<file path="config.mk">
export PLATFORM = sky130hd
export DESIGN_NAME = cut_sweep_ctrl
export DESIGN_NICKNAME = d
export VERILOG_FILES = /design/src/rtl/cut_sweep_ctrl.sv
export SDC_FILE = /design/constraint.sdc
export NUM_CORES = 1
export LEC_CHECK = 0
export ABC_AREA = 1
export CAP_MARGIN = 30
export CORE_MARGIN = 4
export CORE_UTILIZATION = 30
export DETAILED_ROUTE_END_ITERATION = 7
export SYNTH_ARGS = -nofsm -noshare
export SYNTH_HDL_FRONTEND = slang
export SYNTH_SLANG_ARGS = --single-unit
export TNS_END_PERCENT = 20
</file>
<file path="constraint.sdc">
create_clock -name clk -period 2.95 [get_ports clk]
set_input_delay 0.59 -clock clk [delete_from_list [all_inputs] [get_ports clk]]
set_output_delay 0.59 -clock clk [all_outputs]
set_load 0.01 [all_outputs]
</file>
<file path="src/rtl/cut_sweep_ctrl.sv">
// Exhaustive input sweep controller for a small combinational circuit-under-test.
// Applies every input vector, captures each response over a valid/ready port and folds it into a signature.
module cut_sweep_ctrl #(
  parameter int N_IN   = 4,
  parameter int N_OUT  = 12,
  parameter int SETTLE = 1
) (
  input  logic             clk,
  input  logic             rst_n,
  input  logic             start,
  input  logic             abort,
  output logic [N_IN-1:0]  cut_in,
  input  logic [N_OUT-1:0] cut_out,
  output logic             res_valid,
  input  logic             res_ready,
  output logic [N_IN-1:0]  res_vec,
  output logic [N_OUT-1:0] res_data,
  output logic             busy,
  output logic             done,
  output logic [N_OUT-1:0] signature
);

  typedef enum logic [1:0] {IDLE, APPLY, EMIT, DONE} state_t;

  localparam logic [N_IN-1:0] LAST_VEC  = '1;
  localparam logic [7:0]      SETTLE_LD = 8'(SETTLE);

  state_t           r_state;
  logic [N_IN-1:0]  r_vec;
  logic [7:0]       r_cnt;
  logic [N_IN-1:0]  r_cut_in;
  logic             r_res_valid;
  logic [N_IN-1:0]  r_res_vec;
  logic [N_OUT-1:0] r_res_data;
  logic             r_busy;
  logic             r_done;
  logic [N_OUT-1:0] r_sig;

  logic [N_OUT-1:0] w_sig_next;
  logic [N_IN-1:0]  w_vec_inc;

  assign w_sig_next = {r_sig[N_OUT-2:0], r_sig[N_OUT-1]} ^ r_res_data;
  assign w_vec_inc  = r_vec + N_IN'(1);

  always_ff @(posedge clk or negedge rst_n) begin
    if (!rst_n) begin
      r_state     <= IDLE;
      r_vec       <= '0;
      r_cnt       <= '0;
      r_cut_in    <= '0;
      r_res_valid <= 1'b0;
      r_res_vec   <= '0;
      r_res_data  <= '0;
      r_busy      <= 1'b0;
      r_done      <= 1'b0;
      r_sig       <= '0;
    end else begin
      r_done <= 1'b0;
      case (r_state)
        IDLE: begin
          if (start && !abort) begin
            r_state  <= APPLY;
            r_vec    <= '0;
            r_cnt    <= SETTLE_LD;
            r_sig    <= '0;
            r_cut_in <= '0;
            r_busy   <= 1'b1;
          end
        end
        APPLY: begin
          if (abort) begin
            r_state     <= IDLE;
            r_res_valid <= 1'b0;
            r_busy      <= 1'b0;
            r_cut_in    <= '0;
          end else begin
            r_cnt <= r_cnt - 8'd1;
            if (r_cnt == 8'd1) begin
              r_state     <= EMIT;
              r_res_data  <= cut_out;
              r_res_vec   <= r_vec;
              r_res_valid <= 1'b1;
            end
          end
        end
        EMIT: begin
          // abort wins over a same-cycle handshake, so the signature stays frozen
          if (abort) begin
            r_state     <= IDLE;
            r_res_valid <= 1'b0;
            r_busy      <= 1'b0;
            r_cut_in    <= '0;
          end else if (res_ready) begin
            r_res_valid <= 1'b0;
            r_sig       <= w_sig_next;
            if (r_vec == LAST_VEC) begin
              r_state <= DONE;
              r_done  <= 1'b1;
            end else begin
              r_vec    <= w_vec_inc;
              r_cut_in <= w_vec_inc;
              r_cnt    <= SETTLE_LD;
              r_state  <= APPLY;
            end
          end
        end
        DONE: begin
          r_state  <= IDLE;
          r_busy   <= 1'b0;
          r_cut_in <= '0;
        end
        default: begin
          r_state     <= IDLE;
          r_res_valid <= 1'b0;
          r_busy      <= 1'b0;
          r_cut_in    <= '0;
        end
      endcase
    end
  end

  assign cut_in    = r_cut_in;
  assign res_valid = r_res_valid;
  assign res_vec   = r_res_vec;
  assign res_data  = r_res_data;
  assign busy      = r_busy;
  assign done      = r_done;
  assign signature = r_sig;

endmodule

</file>
After elaboration in Yosys (flattened, before gate mapping)

Index checks and enable logic that the tools add are counted.

$add $sub $neg: 2
Eq/ne operators: 15
Mux-type cells: 37
Bitwise logic cells: 2
Reduce and logical (&&, ||, !) cells: 15

Operators by type and width:

| kind                                                | number |
|---|---|
| 2-to-1 mux 8 bit                                    | 5 |
| 2-to-1 mux 12 bit                                   | 3 |
| 2-to-1 mux 4 bit                                    | 6 |
| one-hot mux 12 bit (2 select lines)                 | 1 |
| one-hot mux 8 bit (3 select lines)                  | 1 |
| one-hot mux 4 bit (4 select lines)                  | 1 |
| 2-to-1 mux 2 bit                                    | 6 |
| != test 2 bit, second input constant                | 6 |
| bitwise XOR 12 bit                                  | 1 |
| 2-to-1 mux 1 bit                                    | 10 |
| != test 3 bit, second input constant                | 3 |
| AND reduction 3 bit                                 | 3 |
| equality test 8 x 1 -> 1 bit, second input constant | 1 |
| one-hot mux 2 bit (4 select lines)                  | 1 |
| one-hot mux 4 bit (2 select lines)                  | 1 |
| AND reduction 4 bit                                 | 2 |
| subtractor 8 x 1 -> 8 bit, second input constant    | 1 |
| AND reduction 6 bit                                 | 1 |
| AND reduction 5 bit                                 | 1 |
| adder 4 x 1 -> 4 bit, second input constant         | 1 |
| equality test 2 bit, second input constant          | 2 |
| equality test 4 bit, second input constant          | 1 |
| nonzero test 2 bit                                  | 2 |
| one-hot mux 1 bit (3 select lines)                  | 1 |
| 10 further kinds                                    | 10 |

Register bits: 49
Output and inout bits: 35

Longest topological paths before layout

Gate-level depths: netlist (run 1).

Depth in word-level cells: 5
Mapped depth: 11
Depth with buffers taken out: 10

Worst setup path before layout (run 1)

OpenSTA, ideal clock, no wires.

Path type: reg2reg
Start: register r_state[1]
End: register r_cnt[5]
Setup time: 0.122 ns
Arrival time: 1.394 ns
Required time: 2.828 ns
Path slack: 1.434 ns
Cell stages (with the launch flop): 12
Path buffers: 2
Period minus slack after synthesis: 1.516 ns
Cell sequence: dfrtp_1 > inv_1 > ha_1 > buf_4 > inv_2 > nor2_2 > nor2_1 > nor2_1 > nand2_2 > buf_6 > nand2_1 > o21ai_1

Word-level cells in the longest chain between the ends: 3
Elaborated cells on any way between the ends: 11

Ends and longest elaborated chain:

| what                                                          | RTL line | source |
|---|---|---|
| start: declaration                                            | 28       | `state_t r_state;` |
| start signal: assignment                                      | 47       | `r_state <= IDLE;` |
| start signal: assignment                                      | 62       | `r_state <= APPLY;` |
| start signal: assignment                                      | 72       | `r_state <= IDLE;` |
| equality test 2 x 1 -> 1 bit (tied with other cells)          | 59       | `case (r_state)` |
| != test 2 bit (no line) or nonzero test 3 bit (tied branches) | -        |  |
| AND reduction 6 bit (no line)                                 | -        |  |
| end signal: assignment                                        | 77       | `r_cnt <= r_cnt - 8'd1;` |
| end: declaration                                              | 30       | `logic [7:0] r_cnt;` |

Several ways; a longest one is shown, not always the timed one.
A chain may end at the register's enable or synchronous reset.

Worst setup path in the final report (run 1)

Start: input port abort
End: register r_cnt[4]

Word-level cells in the longest chain between the ends: 4
Elaborated cells on any way between the ends: 6

Ends and longest elaborated chain:

| what                              | RTL line | source |
|---|---|---|
| start: declaration                | 11       | `input logic abort,` |
| zero test 1 bit                   | 61       | `if (start && !abort) begin` |
| logical AND 1 bit                 | 61       |  |
| != test 2 bit (no line)           | -        |  |
| AND reduction 6 bit (no line) (*) | -        |  |

Every way passes the cells marked *; elsewhere a longest branch is shown, timed or not.

==> results.cfg, run 1 <==
[timing]
slew_headroom_pct = 64.2
setup-tns-final_ns = 0
setup_slack_ns = 0.919
rsz0062_at_grt = no
hold_violations = 0
fin_crit_ns = 2.03
fin_crit_sh_pct = 68.9
finalSetupViolations = 0
fin_skew_ns = 0.00508
maxSlewViolCount = 0
worst_pin_slew_ns = 0.536
fmax_mhz = 492

[global_routing]
grt_max_degree = 28
grt_pass1_vias = 1895
antenna_found_initial = 0
overflow = 0
grt_pass1_wl_um = 9240
grtUsageTotal_pct = 11.7

[logic_synthesis]
synth_fp_nets = 314
synth_cells = 290
synthesis.area_um2 = 2430
synth.distinct_cells = 23
synth_seq_cells = 49
synthXorXnorAreaFrac_pct = 5.41
synth_compound_area_share_pct = 11.1
synth_top_family_by_area = simple AND/OR/NAND/NOR gates
synth_mux_area_share_pct = 0
yosys.area_share.simple_pct = 23.6
yosysSeqAreaShare_pct = 50.5
ys_warn_count = 0
avgSynthCellArea_um2 = 8.38
synth_adder_area_share_pct = 3.60

[worst_setup_path]
critPathKind = primary input to flip-flop
cp_max_fo = 27
crit_required_ns = 3.14
crit_arrival_ns = 2.22
cp-end-kind = flip-flop
start_kind = primary input
reg2reg_depth = 10

[power_and_ir_drop]
p_per_area_nw_per_um2 = 960
power_uw = 3000
vdd_ir_drop_max_mv = 0.360
power.static_leakage_uw = 0.00144

[placed_design]
portBuffers = 51
place_inst = 436
place.gp.congestion = 0.836
dp_hpwl_um = 4110
pre_cts_slack_ns = 0.612

[cts]
clock-root-buffer = clkbuf_8
cts.clk_slew.worst_paths_ns = 0.09
cts_buffer_depth = 2
clock_sinks = 49
htreeDepth = 2
clock_latency_ns = 0.29
cts_hold_buf = 0
cts_tree = built
cts_buffers = 5
post-cts-setup-buffers = 0
cts_resized = 0

[cells_and_area]
seq_area_um2 = 1230
nFillCells = 781
fin_nets = 365
multi_input_area_um2 = 1060
syn_to_final_growth_pct = 28.8
final_cells = 444
drive_above_1_share_pct = 7.02
antenna_cells = 0

[min_path]
hold_class = primary input to asynchronous set/reset pin

[floorplanning]
die_x_um = 98.0
start_util_pct = 31.1
dieArea_um2 = 9600
coreArea_um2 = 7810
die_h_um = 98.0
rows = 32
ios = 52

[route]
vias = 1993
drt_pass1_iterations = 4
avgRoutedWirePerCell_um = 12.4
first_iter_violations = 84
route.detailed.drc = 0
ant_nets = 0
drt-vias-per-instance = 4.49
drt-total-wl_um = 5530

[run_status]
outcome = finished clean

[run]
cap_violations = 0
==> stage by stage <==
step | cell area (µm²) | hold WS [ns] | utilization, %
finish | 3130 | 0.274 | 40.1
global placement | 3020 | 0.476 | 38.7
floorplan | 2430 | 0.294 | -
CTS | 3130 | 0.285 | 40.1
global route | 3130 | 0.314 | 40.1
detailed placement | 3020 | 0.470 | 38.7
==> where the power goes <==
part           switching, µW  leakage, µW  internal [µW]
clock                    222    0.0000554            255
sequential               192     0.000655            875
combinational            844     0.000730            616
total                   1260      0.00144           1750
==> Yosys cell counts, drive strengths merged <==
cell / count / area (µm²)
nor3: 2 / 10.0
dfrtp: 49 / 1230
a31oi: 1 / 6.26
inv: 22 / 82.6
nand2: 102 / 398
clkbuf: 2 / 7.51
ha: 7 / 87.6
o21ai: 34 / 170
o31ai: 11 / 82.6
xor2: 4 / 35.0
xnor2: 11 / 96.3
a21oi: 2 / 10.0
nor2: 23 / 98.8
nand4: 1 / 6.26
nand3: 12 / 60.1
buf: 7 / 52.5
==> cells in the final DEF, fill, tap and decap left out, drive strengths merged <==
cell type      count
dfrtp             49
nand4              1
xor2               4
a21oi              2
xnor2             11
o21ai             34
bufinv             1
a31oi              1
clkdlybuf4s50     50
nand2            102
ha                 7
inv               22
buf                3
nor2              23
nor3               2
nand3             12
clkinv             1
clkbuf             6
o31ai             11
==> worst paths after layout <==
path	from	to	slack, ns
max in group asynchronous	rst_n	r_vec[3]	2.41
worst max-delay path	abort	r_cnt[4]	0.92
worst max register to register	r_state[0]	cut_in[0]	0.93
min in group clk	res_valid	res_valid	0.50
worst min-delay path	rst_n	res_data[4]	0.27
worst min register to register	res_valid	res_valid	0.50
==> area by class of cell <==
| cell class | instances | share of cell area (%) |
|---|---|---|
| Clock buffer | 6 | 2.32 |
| Clock inverter | 2 | 1.24 |
| Inverter | 22 | 2.64 |
| Multi-Input combinational cell | 210 | 33.9 |
| Sequential cell | 49 | 39.2 |
| Tap cell | 102 | 4.08 |
| Timing Repair Buffer | 53 | 16.6 |
==> critical path: stages <==
cell and delay [ns]:
clkdlybuf4s50_1 0.61, inv_2 0.09, nand2_1 0.08, nand2_2 0.08, nand2_4 0.24, nor2_1 0.10
nand2_2 0.19, inv_1 0.10, nand2_1 0.07, nand2_1 0.05
==> sequential cells by signal (all words and copies together) (netlist names) <==
name	cells
res_data	12
signature	12
r_cnt	8
cut_in	4
r_vec	4
res_vec	4
r_state	2
busy	1
done	1
res_valid	1
==> routing by layer <==
layer	vias to the layer above	GRT usage, %	share of wire, %
met2	37	18.6	47
met3	2	2.00	3.5
met1	920	16.5	49
met4	0	3.19	0.76
met5	-	0	0
li1	1034	-	-
==> cell families (layout without fill, tap and decap cells) <==
group | Yosys count | in the layout
compound gates | 48 | 48
xor+xnor | 15 | 15
fa+ha+maj | 7 | 7
buf+inv | 31 | 83
flops | 49 | 49
simple gates | 140 | 140
(Power assumes the default switching activity.)
==> run 2, diff against run 1 <==
clock period = 1.75 ns   (was 2.95 ns; I/O delays follow)
==> run 2 against run 1 <==
The run now ends with hold timing left. Via count rose by 4.0%. First-iteration DRC count down 14%. Clock power rose by 76%. Wire length is 5.5% higher. Critical path type is now flip-flop to flip-flop. Critical endpoint is now r_state[0]. Largest cell class unchanged.
==> results.cfg, run 2 (same netlist as run 1, synthesis figures left out) <==
[run_status]
outcome = finished, violations left
failed_checks = hold timing

[floorplanning]
rows = 32
dieArea_um2 = 9600
die_x_um = 98.0
coreArea_um2 = 7810
ios = 52
die_h_um = 98.0
start_util_pct = 31.1

[cts]
cts_tree = built
post-cts-setup-buffers = 0
cts_buffers = 5
clock-root-buffer = clkbuf_8
cts_buffer_depth = 2
cts.clk_slew.worst_paths_ns = 0.10
htreeDepth = 2
clock_sinks = 49
clock_latency_ns = 0.31

[min_path]
hold_class = primary input to asynchronous set/reset pin

[cells_and_area]
syn_to_final_growth_pct = 35.4
design_area_um2 = 3290
seq_area_um2 = 1230
final_cells = 460
layout_commonest_cell = nand2_1
multi_input_area_um2 = 1080
drive_above_1_share_pct = 12.6
final_cell_mix = 97 x nand2_1, 50 x clkdlybuf4s50_1, 49 x dfrtp_1, 22 x o21ai_1
antenna_cells = 0
fin_nets = 381
nFillCells = 777

[placed_design]
pre_cts_slack_ns = -0.107
dpl_cell_area_um2 = 3160
place.gp.congestion = 0.812
portBuffers = 51
dp_hpwl_um = 4220
place_inst = 452

[timing]
fin_crit_ns = 1.66
setup_slack_ns = 0.0937
fmax_mhz = 604
fin_skew_ns = 0.0121
worst_pin_slew_ns = 0.295
hold_slack_ns = -0.00230
maxSlewViolCount = 0
fin_crit_sh_pct = 94.6
finalSetupViolations = 0
hold_violations = 3
slew_headroom_pct = 80.2

[route]
vias = 2072
drt-vias-per-instance = 4.50
first_iter_violations = 72
drt-total-wl_um = 5830
route.detailed.drc = 0
ant_nets = 0
drt_pass1_iterations = 4
avgRoutedWirePerCell_um = 12.7

[global_routing]
grt_max_degree = 50
grt_pass1_vias = 2026
antenna_found_initial = 0
grt_pass1_wl_um = 9720
overflow = 0
grtUsageTotal_pct = 12.4

[power_and_ir_drop]
vdd_ir_drop_max_mv = 0.567
p_sw_uw = 2250
p_int_uw = 3150
p_clk_share_pct = 15.5
power.static_leakage_uw = 0.00153
p_per_area_nw_per_um2 = 1640
combPwrFrac_pct = 51.4
pwr-share-seq_pct = 33.0
swShare_pct = 41.7

[worst_setup_path]
worst-r2r-setup-slack_ns = 0.09
cp-end-kind = flip-flop
worstPathCellList = inv_1 > ha_2 > inv_2 > nor2_2 > buf_4 > inv_1 > nor2_1 > nor2_1 > nand2_1 > o21ai_1
slowest_delay_ns = 0.41
crit_required_ns = 1.93
cp_max_fo = 4
crit_slowest_cell = dfrtp_1
critPathKind = flip-flop to flip-flop
crit_arrival_ns = 1.83
start_kind = flip-flop

[run]
cap_violations = 0
run 2: changes by cell type in the layout (fill, tap and decap cells not counted), moves of 2 or more:
cell	delta
buf_4	+14
ha_2	+2
buf_12	+2
ha_1	-2
run 2: final cells by class:
cell class	instances	area share, %
Clock buffer	5	2.09
Clock inverter	3	1.33
Tap cell	102	3.88
Inverter	22	2.51
Sequential cell	49	37.3
Timing Repair Buffer	69	20.2
Multi-Input combinational cell	210	32.7
run 2: critical path, delay by kind of cell, from the launching register on:
family                   cells  cell delay [ns]
buffers and inverters        4             0.34
AND/OR/NAND/NOR              4             0.47
adder cells (fa/ha/maj)      1             0.23
AO/OA/AOI/OAI                1             0.09
flip-flops                   1             0.41
run 2: timing repair:
| action | CTS | global route |
|---|---|---|
| setup endpoints to repair | 0 | 18 |
| hold buffers | 0 | 0 |
| resized for setup | 0 | 5 |
run 2: worst paths after layout:
path / startpoint / end / cells after the start
max in group asynchronous: rst_n / r_vec[0] / 2
worst min-delay path: rst_n / signature[4] / 2
worst max-delay path: r_state[1] / r_state[0] / 10
worst min register to register: res_valid / res_valid / 2
worst max register to register: r_state[1] / r_state[0] / 10
min in group clk: res_valid / res_valid / 2
run 2: power groups by stage:
| stage | clock, µW | combinational (µW) | sequential [µW] |
|---|---|---|---|
| floorplan | 0 | 1560 | 1880 |
| global placement | 0 | 2700 | 1810 |
| finish | 839 | 2780 | 1790 |
| detailed placement | 0 | 2750 | 1810 |
| CTS | 872 | 2760 | 1790 |
| global route | 916 | 3090 | 1840 |
run 2: through the flow:
stage / utilization [%] / total power, µW / TNS, ns
after floorplan: - / 3440 / 0
after global placement: 40.5 / 4510 / -0.0942
after detailed placement: 40.5 / 4560 / -0.892
after CTS: 42.0 / 5420 / 0
after global routing: 42.1 / 5850 / -0.0478
final: 42.1 / 5410 / 0
run 2: routing by layer:
| layer | share of wire, % | global-route usage (%) |
|---|---|---|
| met1 | 46 | 15.9 |
| met5 | 0 | 0 |
| met4 | 1.0 | 3.83 |
| met2 | 49 | 20.8 |
| met3 | 3.2 | 2.64 |
==> run 3, diff against run 2 <==
MAX_ROUTING_LAYER = met4   (was unset)
==> run 3 against run 2 <==
The flow still finishes with violations (hold timing). Register-to-register slack barely moved. Sequential share of layout area did not move. Total power barely moved. Clock skew barely moved. Setup slack improved by 0.00093 ns. Via count fell by 0.39%.
==> results.cfg, run 3 (same netlist as run 1, synthesis figures left out) <==
[cts]
cts_buffers = 5
clock-root-buffer = clkbuf_8
cts_resized = 0
clock_sinks = 49
cts_tree = built
cts.clk_slew.worst_paths_ns = 0.10
htreeDepth = 2
clock_latency_ns = 0.31
cts_hold_buf = 0
post-cts-setup-buffers = 0
cts_buffer_depth = 2

[floorplanning]
die_x_um = 98.0
die_h_um = 98.0
ios = 52
coreArea_um2 = 7810
start_util_pct = 31.1
rows = 32
dieArea_um2 = 9600

[timing]
finalSetupViolations = 0
fin_crit_sh_pct = 94.6
slew_headroom_pct = 80.1
fin_skew_ns = 0.0125
fmax_mhz = 604
hold_slack_ns = -0.00484
worst_pin_slew_ns = 0.296
maxSlewViolCount = 0
fin_crit_ns = 1.66
hold_violations = 4

[worst_setup_path]
cp_max_fo = 4
worst-r2r-setup-slack_ns = 0.09
slowest_delay_ns = 0.42
crit_slowest_cell = dfrtp_1
critPathKind = flip-flop to flip-flop
cp-end-kind = flip-flop
reg2reg_depth = 10
rr_endpoint = r_state[0]
start_kind = flip-flop
rr_startpoint = r_state[1]
worstPathCellList = inv_1 > ha_2 > inv_2 > nor2_2 > buf_4 > inv_1 > nor2_1 > nor2_1 > nand2_1 > o21ai_1
crit_required_ns = 1.93
worstSetupStartpoint = r_state[1]
crit_arrival_ns = 1.83

[power_and_ir_drop]
power.static_leakage_uw = 0.00153
power_uw = 5410
p_per_area_nw_per_um2 = 1640
vdd_ir_drop_max_mv = 0.564

[cells_and_area]
antenna_cells = 0
drive_above_1_share_pct = 12.6
syn_to_final_growth_pct = 35.4
layout_commonest_cell = nand2_1
design_area_um2 = 3290
final_cell_mix = 97 x nand2_1, 50 x clkdlybuf4s50_1, 49 x dfrtp_1, 22 x o21ai_1
fin_nets = 381

[placed_design]
place.gp.congestion = 0.824
portBuffers = 51
dpl_cell_area_um2 = 3160
dp_hpwl_um = 4220

[route]
ant_nets = 0
drt_pass1_iterations = 4
route.detailed.drc = 0
drt-vias-per-instance = 4.49
avgRoutedWirePerCell_um = 12.6
drt-total-wl_um = 5800
vias = 2064
first_iter_violations = 68

[run_status]
failed_checks = hold timing
outcome = finished, violations left

[global_routing]
grt_pass1_wl_um = 9720
grt_max_degree = 50
grt_pass1_vias = 2027
antenna_found_initial = 0
overflow = 0
grtUsageTotal_pct = 12.7

[min_path]
hold_class = primary input to asynchronous set/reset pin

[run]
cap_violations = 0
run 3: report_power, final:
group          leakage (µW)  switching, µW  internal (µW)  total (µW)
sequential         0.000655            311           1470        1790
combinational      0.000812           1530           1250        2780
clock             0.0000585            410            429         840
run 3: stage by stage:
stage / worst slack [ns] / util [%] / TNS, ns / cells
after floorplan: 0.234 / - / 0 / 290
after global placement: -0.0263 / 40.5 / -0.0942 / 452
after detailed placement: -0.107 / 40.5 / -0.892 / 452
after CTS: 0.0217 / 42.0 / 0 / 460
after global routing: -0.0437 / 42.1 / -0.0483 / 460
final: 0.0946 / 42.1 / 0 / 460
run 3: final cells by class:
cell class              count  area, µm²
repair buffers             69        666
fillers                   777       4520
clock buffers               5       68.8
flip-flops and latches     49       1230
well taps                 102        128
clock inverters             3       43.8
multi-input cells         210       1080
inverters                  22       82.6
run 3: worst max path at each step:
stage | to | slack [ns] | depth (start not counted)
after floorplan | r_cnt[5] | 0.23 | 11
after global placement | r_cnt[3] | -0.03 | 9
after detailed placement | r_cnt[3] | -0.11 | 9
after CTS | r_cnt[3] | 0.02 | 9
after global routing | r_state[0] | -0.04 | 10
final | r_state[0] | 0.09 | 10
run 3: worst max-delay path: cells and delay by family (launching register included):
kind	cells	cell delay, ns
AND/OR/NAND/NOR	4	0.46
flip-flops	1	0.42
buffers and inverters	4	0.34
adder cells (fa/ha/maj)	1	0.23
AO/OA/AOI/OAI	1	0.09
run 3: metal layers:
layer	GRT usage, %	wire (µm)
met1	16.1	2700
met2	20.8	2880
met3	2.43	162
met4	3.83	59
met5	-	0
